$ cat config.mk
export PLATFORM = sky130hd
export DESIGN_NAME = mm_job_sequencer
export DESIGN_NICKNAME = d
export VERILOG_FILES = /design/src/rtl/mm_job_sequencer.sv
export SDC_FILE = /design/constraint.sdc
export NUM_CORES = 1
export LEC_CHECK = 0
export CORE_MARGIN = 4
export CORE_UTILIZATION = 45
export CTS_CLUSTER_DIAMETER = 30
export DETAILED_ROUTE_END_ITERATION = 16
export HOLD_SLACK_MARGIN = 0.06
export PLACE_DENSITY_LB_ADDON = 0.3
export SYNTH_ARGS = -nofsm -noshare
export SYNTH_HDL_FRONTEND = slang
export SYNTH_SLANG_ARGS = --single-unit
$ cat constraint.sdc
create_clock -name clk -period 7.2 [get_ports clk]
set_clock_uncertainty 0.2 [all_clocks]
set_input_delay 1.44 -clock clk [delete_from_list [all_inputs] [get_ports clk]]
set_output_delay 1.44 -clock clk [all_outputs]
set_load 0.01 [all_outputs]
$ cat src/rtl/mm_job_sequencer.sv
// mm_job_sequencer
//   Front-end scheduler for the 3x3 matrix multiplier. Two requesters share the
//   multiplier under round-robin arbitration. The granted requester's 18 operand
//   bytes (A then B) are buffered, the multiplier is started and fed one byte per
//   cycle, the 9 result bytes are captured and handed back over valid/ready.
// Ports
//   clk, rst            clock; synchronous active-low reset
//   req[1:0]            job request per requester (held until last result taken)
//   gnt[1:0]            registered one-hot grant
//   in_data0/1, in_valid, in_ready   operand byte stream per requester
//   out_data, out_valid, out_ready   result byte stream (shared data bus)
//   job_err             one-cycle pulse when a job is aborted on timeout
//   busy                controller not idle
//   mm_st, mm_data      multiplier start pulse and operand byte
//   mm_done, mm_dataout multiplier done flag and result byte
module mm_job_sequencer #(
  parameter int W       = 8,
  parameter int N_IN    = 18,
  parameter int N_OUT   = 9,
  parameter int TIMEOUT = 1023
) (
  input  logic         clk,
  input  logic         rst,
  input  logic [1:0]   req,
  output logic [1:0]   gnt,
  input  logic [W-1:0] in_data0,
  input  logic [W-1:0] in_data1,
  input  logic [1:0]   in_valid,
  output logic [1:0]   in_ready,
  output logic [W-1:0] out_data,
  output logic [1:0]   out_valid,
  input  logic [1:0]   out_ready,
  output logic         job_err,
  output logic         busy,
  output logic         mm_st,
  output logic [W-1:0] mm_data,
  input  logic         mm_done,
  input  logic [W-1:0] mm_dataout
);

  localparam int TW = $clog2(TIMEOUT + 1);
  localparam int IW = $clog2(N_IN);
  localparam int OW = $clog2(N_OUT);
  localparam logic [4:0]    C_IN       = 5'(N_IN);
  localparam logic [4:0]    C_IN_LAST  = 5'(N_IN - 1);
  localparam logic [4:0]    C_OUT_LAST = 5'(N_OUT - 1);
  localparam logic [TW-1:0] C_TMAX     = TW'(TIMEOUT);

  typedef enum logic [2:0] {
    S_IDLE, S_LOAD, S_START, S_SEND, S_WAIT, S_COLLECT, S_DELIVER
  } state_t;

  state_t        r_state, w_next;
  logic [4:0]    r_cnt;
  logic [TW-1:0] r_timer;
  logic          r_rr;      // favoured requester for the next grant
  logic          r_g;       // index of the granted requester
  logic [1:0]    r_gnt;
  logic [W-1:0]  r_buf [N_IN];
  logic [W-1:0]  r_res [N_OUT];

  logic         w_req_g, w_acc, w_load_last, w_timeout, w_hs, w_pick;
  logic [W-1:0] w_in_d;

  // Losing req of the granted requester overrides any byte transfer that cycle.
  assign w_req_g     = req[r_g];
  assign w_in_d      = r_g ? in_data1 : in_data0;
  assign w_acc       = (r_state == S_LOAD) && (r_cnt < C_IN) && in_valid[r_g] && w_req_g;
  assign w_load_last = w_acc && (r_cnt == C_IN_LAST);
  assign w_timeout   = (r_state == S_WAIT) && !mm_done && (r_timer == C_TMAX);
  assign w_hs        = (r_state == S_DELIVER) && out_ready[r_g] && w_req_g;
  assign w_pick      = req[r_rr] ? r_rr : ~r_rr;

  // State register
  always_ff @(posedge clk) begin
    if (!rst) r_state <= S_IDLE;
    else      r_state <= w_next;
  end

  // Next-state logic
  always_comb begin
    w_next = r_state;
    case (r_state)
      S_IDLE:    if (|req) w_next = S_LOAD;
      S_LOAD:    if (!w_req_g) w_next = S_IDLE;
                 else if (w_load_last) w_next = S_START;
      S_START:   w_next = S_SEND;
      S_SEND:    if (r_cnt == C_IN_LAST) w_next = S_WAIT;
      S_WAIT:    if (mm_done) w_next = S_COLLECT;
                 else if (r_timer == C_TMAX) w_next = S_IDLE;
      S_COLLECT: if (r_cnt == C_OUT_LAST) w_next = S_DELIVER;
      S_DELIVER: if (!w_req_g || (w_hs && (r_cnt == C_OUT_LAST))) w_next = S_IDLE;
      default:   w_next = S_IDLE;
    endcase
  end

  // Datapath: counters, timer, grant, arbitration pointer, byte buffers
  always_ff @(posedge clk) begin
    if (!rst) begin
      r_cnt   <= '0;
      r_timer <= '0;
      r_rr    <= 1'b0;
      r_g     <= 1'b0;
      r_gnt   <= '0;
    end else begin
      case (r_state)
        S_IDLE: if (|req) begin
          r_g   <= w_pick;
          r_gnt <= w_pick ? 2'b10 : 2'b01;
          r_cnt <= '0;
        end
        S_LOAD: if (w_acc) begin
          r_buf[r_cnt[IW-1:0]] <= w_in_d;
          r_cnt <= r_cnt + 5'd1;
        end
        S_START: r_cnt <= '0;
        S_SEND: begin
          r_cnt   <= (r_cnt == C_IN_LAST) ? '0 : r_cnt + 5'd1;
          r_timer <= '0;
        end
        S_WAIT: begin
          if (mm_done) begin
            r_res[0] <= mm_dataout;
            r_cnt    <= 5'd1;
          end else begin
            r_timer <= r_timer + 1'b1;
          end
        end
        S_COLLECT: begin
          r_res[r_cnt[OW-1:0]] <= mm_dataout;
          r_cnt <= (r_cnt == C_OUT_LAST) ? '0 : r_cnt + 5'd1;
        end
        S_DELIVER: if (w_hs) r_cnt <= r_cnt + 5'd1;
        default: ;
      endcase
      // Every exit to IDLE (done, abort, timeout) releases the grant and
      // turns the pointer away from the requester just served.
      if ((r_state != S_IDLE) && (w_next == S_IDLE)) begin
        r_gnt <= '0;
        r_rr  <= ~r_g;
        r_cnt <= '0;
      end
    end
  end

  // Outputs
  always_comb begin
    gnt       = r_gnt;
    busy      = (r_state != S_IDLE);
    in_ready  = ((r_state == S_LOAD) && (r_cnt < C_IN)) ? r_gnt : 2'b00;
    mm_st     = (r_state == S_START);
    mm_data   = (r_state == S_SEND) ? r_buf[r_cnt[IW-1:0]] : '0;
    out_valid = (r_state == S_DELIVER) ? r_gnt : 2'b00;
    out_data  = (r_state == S_DELIVER) ? r_res[r_cnt[OW-1:0]] : '0;
    job_err   = w_timeout;
  end

endmodule

# --- Word level (Yosys, flattened, before mapping) ---
# Memories as Yosys holds them, arrays and structs flattened. A register that Yosys moved wholly into a read port is not among the register bits.
# Index checks and enable logic that the tools add are counted.
op_classes:
  n_addsub: 2
  magnitude_cmp: 3
  n_eq_ne: 14
  muxes: 51
  bitwise_logic: 3
  reduce_logical: 24
ops:
  columns: ["cell", "count"]
  rows:
  - ["$mux W5", 8]
  - ["$pmux W5 S7", 1]
  - ["$mux W8", 4]
  - ["$mux W3", 8]
  - ["$mux W1", 21]
  - ["$pmux W3 S7", 1]
  - ["$pmux W10 S2", 1]
  - ["$mux W4", 3]
  - ["$add A10 B1 Y10 const B", 1]
  - ["$eq A10 B10 Y1 const B", 1]
  - ["$logic_and A1 B1 Y1", 10]
  - ["$mux W10", 1]
  - ["$ne A2 B2 Y1 const B", 5]
  - ["$eq A3 B3 Y1 const B", 3]
  - ["$reduce_or A8 Y1", 1]
  - ["$reduce_bool A7 Y1", 1]
  - ["$eq A3 B2 Y1 const B", 2]
  - ["$logic_not A3 Y1", 2]
  - ["$mux W2", 3]
  - ["$add A5 B1 Y5 const B", 1]
  - ["$eq A5 B4 Y1 const B", 1]
  - ["$eq A5 B5 Y1 const B", 1]
  - ["$lt A5 B5 Y1 const B", 1]
  - ["$reduce_and A5 Y1", 1]
  - ["other kinds (9)", 15]
word_totals:
  ff_bits: 22
  ramBits: 216
  in_bits: 33
  wordCells: 105
  mem_count: 2
memory_table:
  columns: ["memory", "depth", "word_bits", "rd", "rd_ports_with_merged_regs", "write_ports", "line", "source"]
  rows:
  - ["r_buf", 18, 8, 1, 1, 1, "59", "logic [W-1:0] r_buf [N_IN];"]
  - ["r_res", 9, 8, 1, 1, 1, "60", "logic [W-1:0] r_res [N_OUT];"]

# --- Longest topological paths before layout ---
# Gate-level depths: netlist of run 1.
logic_depth:
  depth_word: 12
  depth_mapped: 8

# --- Worst setup path after synthesis of run 1 ---
# Ideal clock, no wire load.
synth_timing:
  kind: "input port to output port"
  start: "input port mm_done"
  end: "output port job_err"
  arrival_time_ns: 2.416
  required_ns: 5.560
  path_slack_ns: 3.144
  path_stages: 3
  n_path_buf: 1
  cell_sequence: "or4b_1 -> clkbuf_1 -> nor4_1"
synth_between:
  elab_chain_cells: 3
synth_rtl:
  columns: ["item", "line", "source"]
  rows:
  - ["start, declared", "37", "input logic mm_done,"]
  - ["$logic_not A1 Y1", "70", "assign w_timeout = (r_state == S_WAIT) && !mm_done && (r_timer == C_TMAX);"]
  - ["$logic_and A1 B1 Y1 (2 in a row)", "70", null]
  - ["end, declared", "33", "output logic job_err,"]
# Every way passes these cells.

==> results.json, run 1 <==
{
  "gp_congestion": 0.882,
  "holdBufCountCts": 0,
  "required_ns": 5.56,
  "die_area_um2": 24800,
  "start_kind": "register",
  "period_share_pct": 73.6,
  "synth.distinct_cells": 59,
  "drt-total-wl_um": 20400,
  "avgSynthCellArea_um2": 17.5,
  "powerDensity_nw_per_um2": 297,
  "grt-ovfl-total": 0,
  "crit_type": "register to output port",
  "synth.top_cells.by_count": "216 x edfxtp_1, 65 x nor2_1, 56 x mux4_2",
  "clkTransAtPathRegs_ns": 0.05,
  "maxCapViolCount": 0,
  "synthArstFlopShare_pct": 0,
  "die_h_um": 158,
  "arrival_ns": 3.66,
  "grt_max_degree": 41,
  "fillerInstances": 1689,
  "via_per_inst": 5.66,
  "peakVddDrop_mv": 0.164,
  "antenna_found_initial": 0,
  "synth_seq_area_share_pct": 69.8,
  "yosys_warnings": 0,
  "cts_buffers": 39,
  "hold_depth": 2,
  "outcome": "completed",
  "wl_per_cell_um": 21.2,
  "synth_top_area_share_pct": 64.5,
  "io_pins": 58,
  "cp-end-kind": "output port",
  "worstMarginPinSlew_ns": 1.17,
  "slew_viol_final": 0,
  "syn2layout_area_growth_pct": 21.5,
  "tritoncts": "yes",
  "initial_core_util_pct": 46.0,
  "hold_viol_final": 0,
  "synth_area_um2": 10100,
  "ctsRootBufferMaster": "clkbuf_16",
  "diodes": 0,
  "synth_edf_count": 216,
  "yosys_most_used_dff": "edfxtp_1",
  "max-slew-margin-rel_pct": 21.9,
  "io_buffer_count": 57,
  "core_um2": 21900,
  "htree_levels": 2,
  "vias": 5425,
  "synth_top_area_cell": "edfxtp_1",
  "min_period_ns": 5.30,
  "fp-row-count": 54,
  "ctsResizeCount": 0,
  "drtIter0Drc": 430,
  "setup_tns_ns": 0,
  "clkSinkCount": 243,
  "p_leak_nw": 3.84,
  "yosysMostFrequentCell": "edfxtp_1",
  "insertion_delay_ns": 0.50,
  "ant_nets": 0,
  "ff2ff_path_depth": 5,
  "clockBufferDepth": 3,
  "synth_nets": 612,
  "grt_usage_pct": 16.9,
  "drive_above_1_share_pct": 22.1,
  "yosys_register_bits": 243,
  "finalSetupViolCount": 0,
  "postSynthCellCount": 574,
  "fp.dieW_um": 158,
  "grt_pass1_vias": 5725,
  "postCtsSetupBuffers": 0,
  "route.detailed.drc": 0,
  "final_nets": 686,
  "rsz0062_at_grt": "false",
  "hp-class": "register to register",
  "power_mw": 3.63,
  "fmax_ghz": 0.189,
  "crit_fanout": 40,
  "ys_top_cells_by_area": "edfxtp_1 64%, mux4_2 13%, dfxtp_1 5.4%",
  "grt_pass1_wl_um": 32100,
  "dpl.hpwl_um": 13300,
  "drtPass1Iterations": 4
}
## cell type report
cell class	count	area (um2)	area share, %
clock buffer	48	1050	8.60
clock inverter	23	305	2.50
inverter	9	33.8	0.276
multi-input combinational	294	2850	23.3
sequential	243	7030	57.5
tap	280	350	2.87
timing repair buffer	61	601	4.91
## layout by cell type (no fill, tap or decap), drive strengths merged, types with 2 or more instances in the layout
cell and n:
and3 3, and2 4, mux2i 18, o31a 2, nor2 65, and4b 2
buf 4, nor2b 2, nand4bb 2, clkdlybuf4s50 57, mux4 56, and4bb 2
a21oi 15, or3b 4, inv 11, or3 4, nand3 10, xor2 7
clkinvlp 3, a211oi 15, nand2b 3, dfxtp 27, o21ai 5, nor3 7
a211o 2, o211ai 2, xnor2 2, nand2 21, clkinv 13, ha 5
mux2 10, o311ai 2, bufinv 5, clkbuf 48, nand3b 8, edfxtp 216
nand4 4
## stage by stage
stage / util [%] / cells / setup WS (ns) / instance area, um2 / hold WS, ns
floorplan: - / 574 / 3.14 / 10100 / 0.230
global placement: 49.7 / 887 / 2.24 / 10900 / 0.241
detailed placement: 49.7 / 887 / 2.19 / 10900 / 0.249
CTS: 55.8 / 958 / 1.80 / 12200 / 0.259
global route: 55.8 / 958 / 1.65 / 12200 / 0.299
finish: 55.8 / 958 / 1.90 / 12200 / 0.256
## worst paths after layout
check	from	endpoint	slack [ns]
hold reg to reg	r_rr	r_rr	0.26
setup reg to reg	r_state[0]	r_buf[0][7]	3.95
hold / removal	r_rr	r_rr	0.26
setup / recovery	register	mm_data[4]	1.90
## power breakdown
part	internal [mW]	switching (mW)	total, mW
Sequential	1.55	0.0255	1.58
Combinational	0.0941	0.0832	0.177
Clock	1.23	0.644	1.88
## critical path, stage by stage, from the launching register on
cell and delay [ns]:
dfxtp_4 0.86, buf_4 0.45, mux4_2 0.55, mux4_2 0.50
nor2_1 0.14, a211oi_1 0.08, clkdlybuf4s50_1 0.53
## sequential cells by signal, summed over array words and instances, names as in the netlist, named ones only
signal   count
r_timer     10
r_state      3
r_res       72
r_g          1
gnt          2
r_rr         1
r_cnt        5
r_buf      144
## kinds of logic after synthesis
| group | synth area share, % |
|---|---|
| muxes | 15.5 |
| AOI/OAI and AO/OA | 3.64 |
| and+or+nand+nor | 7.76 |
| DFF | 69.8 |
| buffers and inverters | 1.88 |
| adders and majority gates | 0.622 |
| xor gates and xnor gates | 0.783 |
## layer usage
layer | global-route usage, % | share of wire, %
met1 | 23.9 | 44
met2 | 25.7 | 47
met3 | 4.89 | 7.0
met4 | 5.33 | 1.7
met5 | 0 | 0
(Power assumes the default switching activity.)
==> run 2: changes to the inputs <==
- clock period: 7.2 -> 4.6 ns (I/O delays scaled with it)
==> results.json, run 2 (same netlist as run 1, synthesis figures left out) <==
{
  "diodes": 0,
  "wl_per_cell_um": 20.9,
  "syn2layout_area_growth_pct": 22.4,
  "outcome": "completed",
  "drtIter0Drc": 344,
  "powerDensity_nw_per_um2": 466,
  "initial_core_util_pct": 46.0,
  "crit_buf_inv": 1,
  "grt_pass1_wl_um": 32200,
  "gp_congestion": 0.835,
  "htree_levels": 2,
  "slowest_delay_ns": 0.78,
  "die_h_um": 158,
  "ff2ff_path_depth": 6,
  "cts_buffers": 39,
  "largest_reg_flops": 144,
  "postCtsSetupBuffers": 0,
  "io_buffer_count": 57,
  "hp-class": "register to register",
  "grt_pass1_vias": 5648,
  "cp-end-kind": "output port",
  "clockBufferDepth": 3,
  "insertion_delay_ns": 0.50,
  "peakVddDrop_mv": 0.234,
  "io_pins": 58,
  "final_cell_mix": "216 x edfxtp_1, 65 x nor2_1, 57 x clkdlybuf4s50_1, 56 x mux4_2, 40 x clkbuf_16",
  "max-slew-margin-rel_pct": 41.1,
  "start_kind": "register",
  "crit_fanout": 34,
  "core_um2": 21900,
  "route.detailed.drc": 0,
  "grt_usage_pct": 16.9,
  "rsz0062_at_grt": "false",
  "tritoncts": "yes",
  "antenna_found_initial": 0,
  "finalSetupViolCount": 0,
  "critical-path-top-delay-family": "multiplexers",
  "drive_above_1_share_pct": 22.6,
  "min_period_ns": 4.32,
  "path_depth": 5,
  "r2r_end": "r_buf[2][5]",
  "ant_nets": 0,
  "holdBufCountCts": 0,
  "period_share_pct": 93.9,
  "worstMarginPinSlew_ns": 0.880,
  "arrival_ns": 3.20,
  "cp_slowest_cell": "dfxtp_4",
  "critical_path.endpoint": "mm_data[4]",
  "p_leak_nw": 3.90,
  "dp_cells": 897,
  "grt-ovfl-total": 0,
  "fin_cells": 969,
  "drt-total-wl_um": 20300,
  "fp-row-count": 54,
  "die_area_um2": 24800,
  "maxCapViolCount": 0,
  "cpMostUsedCell": "mux4_2",
  "final_nets": 696,
  "vias": 5434,
  "fp.dieW_um": 158,
  "r2r_setup_slack_ns": 1.55,
  "hold_viol_final": 0,
  "required_ns": 3.48,
  "layout_commonest_cell": "edfxtp_1",
  "cp_cell_sequence": "mux4_2, mux4_2, nor2_1, a211oi_1, clkdlybuf4s50_1",
  "clkSinkCount": 243,
  "clkTransAtPathRegs_ns": 0.04,
  "via_per_inst": 5.61,
  "r2r-start": "r_state[0]",
  "fmax_ghz": 0.232,
  "setup_tns_ns": 0,
  "drtPass1Iterations": 5,
  "crit_type": "register to output port",
  "slew_viol_final": 0,
  "grt_max_degree": 35,
  "dpl.hpwl_um": 13200,
  "ctsRootBufferMaster": "clkbuf_16",
  "ctsResizeCount": 0
}
-- run 2: worst min-delay path, cell delays in order (launching register included) --
cell     delay [ns]
dfxtp_1        0.30
nand2_1        0.05
mux2i_1        0.06
-- run 2: how the worst min path moves through the flow --
| stage | startpoint | end | slack, ns | depth (start not counted) |
|---|---|---|---|---|
| 2_1_floorplan | r_rr | r_rr | 0.23 | 2 |
| 3_3_place_gp | r_rr | r_rr | 0.24 | 2 |
| 3_5_place_dp | r_rr | r_rr | 0.25 | 2 |
| 4_1_cts | r_rr | r_rr | 0.25 | 2 |
| 5_1_grt | r_rr | r_rr | 0.27 | 2 |
| 6_report | r_rr | r_rr | 0.26 | 2 |
-- run 2: final cells by class --
cell class / instances / area (um2)
tap: 280 / 350
timing repair buffer: 71 / 676
multi-input combinational: 294 / 2850
fill: 1694 / 9580
clock buffer: 50 / 1050
clock inverter: 22 / 323
inverter: 9 / 33.8
sequential: 243 / 7030
-- run 2: per-layer routing --
metal | up-vias | wire (um) | GRT usage (%) | share of wire, %
li1 | 2471 | - | - | -
met1 | 2760 | 8890 | 23.9 | 44
met2 | 168 | 9780 | 26.5 | 48
met3 | 35 | 1220 | 3.85 | 6.0
met4 | 0 | 373 | 5.00 | 1.8
met5 | - | 0 | 0 | 0
-- run 2: per-stage QoR --
stage	util [%]	power, mW	worst slack, ns	instance area (um2)	hold WS, ns
floorplan	-	2.70	1.58	10100	0.230
global placement	50.0	2.79	0.672	10900	0.242
detailed placement	50.0	2.80	0.658	10900	0.249
CTS	56.3	5.81	0.213	12300	0.254
global route	56.3	5.94	0.0731	12300	0.273
finish	56.3	5.74	0.282	12300	0.257
-- run 2: where the power goes --
| group | internal [mW] | switching (mW) | total, mW |
|---|---|---|---|
| Clock | 1.97 | 1.01 | 2.99 |
| Sequential | 2.43 | 0.0308 | 2.46 |
| Combinational | 0.150 | 0.143 | 0.293 |
==> run 3: changes to the inputs <==
- CORE_ASPECT_RATIO: default -> 0.6
==> results.json, run 3 (same netlist as run 1, synthesis figures left out) <==
{
  "worstHoldStart": "r_rr",
  "hold_viol_final": 0,
  "io_buffer_count": 57,
  "vias": 5582,
  "start_kind": "register",
  "dpl.hpwl_um": 14300,
  "ctsRootBufferMaster": "clkbuf_16",
  "hold_depth": 2,
  "dr_wl_met3_um": 1560,
  "die_h_um": 124,
  "route.detailed.drc": 0,
  "die_area_um2": 24900,
  "maxCapViolCount": 0,
  "drt-total-wl_um": 21900,
  "final_nets": 694,
  "layout_commonest_cell": "edfxtp_1",
  "tritoncts": "yes",
  "r2r-start": "r_state[1]",
  "fmax_ghz": 0.236,
  "highest_layer": "met4",
  "ant_nets": 0,
  "fp.dieW_um": 201,
  "setup_tns_ns": 0,
  "crit_type": "register to output port",
  "insertion_delay_ns": 0.48,
  "arrival_ns": 3.11,
  "p_leak_nw": 3.80,
  "holdWs_ns": 0.252,
  "grt_pass1_vias": 5543,
  "diodes": 0,
  "r2r_setup_slack_ns": 1.38,
  "holdBufCountCts": 0,
  "ctsResizeCount": 0,
  "antenna_found_initial": 0,
  "slew_viol_final": 0,
  "drive_above_1_share_pct": 22.0,
  "largest_reg_flops": 144,
  "wl_met1_um": 10900,
  "clkTransAtPathRegs_ns": 0.05,
  "required_ns": 3.48,
  "postCtsSetupBuffers": 0,
  "period_share_pct": 92.0,
  "cts_buffers": 34,
  "io_pins": 58,
  "r2r_end": "r_buf[12][1]",
  "cp-end-kind": "output port",
  "core_um2": 22000,
  "fp-row-count": 42,
  "grt_pass1_wl_um": 33500,
  "syn2layout_area_growth_pct": 20.4,
  "drtPass1Iterations": 4,
  "wl_per_cell_um": 22.7,
  "utilization_pct": 55.0,
  "wl_met2_um": 9230,
  "final_cell_mix": "216 x edfxtp_1, 65 x nor2_1, 57 x clkdlybuf4s50_1, 56 x mux4_2, 35 x clkbuf_16",
  "via_per_inst": 5.77,
  "gp_congestion": 0.823,
  "initial_core_util_pct": 45.7,
  "peakVddDrop_mv": 0.238,
  "ff2ff_path_depth": 5,
  "powerDensity_nw_per_um2": 438,
  "outcome": "completed",
  "finalSetupViolCount": 0,
  "drtIter0Drc": 547,
  "grt_usage_pct": 17.9,
  "regArea_um2": 7030,
  "rsz0062_at_grt": "false",
  "grt_max_degree": 41,
  "clockBufferDepth": 3,
  "hp-class": "register to register",
  "fillerInstances": 1674,
  "multiInputGateArea_um2": 2850,
  "crit_fanout": 19,
  "max-slew-margin-rel_pct": 41.4,
  "htree_levels": 2,
  "hold-path-endpoint": "r_rr",
  "min_period_ns": 4.23,
  "grt-ovfl-total": 0,
  "clkSinkCount": 243,
  "worstMarginPinSlew_ns": 0.876
}
[run 3: cell types whose count changed in the layout (fill, tap and decap cells not counted), moves of 2 or more]
cell       before  now
buf_12          0    2
clkbuf_16      40   35
clkbuf_1        9    7
clkinv_2        2    4
bufinv_16       6    3
clkinv_8        3    0
[run 3: how the worst max path moves through the flow]
stage,startpoint,end,slack [ns],depth (start not counted)
detailed placement,mm_done,job_err,0.56,4
CTS,register,out_data[3],0.31,7
floorplan,mm_done,job_err,1.58,3
finish,register,mm_data[6],0.37,6
global route,register,out_data[3],0.14,7
global placement,mm_done,job_err,0.57,4
[run 3: layer usage]
metal	GRT usage, %	up-vias
met4	3.82	0
met3	3.70	18
met2	24.8	206
li1	-	2467
met5	0	-
met1	29.1	2891
[run 3: critical path: stages (launching register included)]
cell	delay, ns
dfxtp_4	0.60
buf_12	0.25
mux4_2	0.53
mux4_2	0.50
nor2_1	0.13
a211oi_1	0.08
clkdlybuf4s50_1	0.53
[run 3: layout make-up]
cell class | instances | area share, %
Timing Repair Buffer | 74 | 5.97
Tap cell | 286 | 2.95
Sequential cell | 243 | 58.1
Clock inverter | 17 | 1.51
Inverter | 9 | 0.279
Clock buffer | 44 | 7.68
Multi-Input combinational cell | 294 | 23.6
[run 3: report_power, final]
| group | total, mW | internal [mW] | switching (mW) |
|---|---|---|---|
| sequential | 2.45 | 2.43 | 0.0239 |
| clock | 2.53 | 1.60 | 0.928 |
| combinational | 0.320 | 0.154 | 0.166 |
[run 3: stage by stage]
stage | worst slack, ns | instances | power, mW | instance area, um2
2_1_floorplan | 1.58 | 574 | 2.70 | 10100
3_3_place_gp | 0.572 | 906 | 2.80 | 11000
3_5_place_dp | 0.563 | 906 | 2.81 | 11000
4_1_cts | 0.305 | 967 | 5.35 | 12100
5_1_grt | 0.143 | 967 | 5.48 | 12100
6_report | 0.368 | 967 | 5.30 | 12100
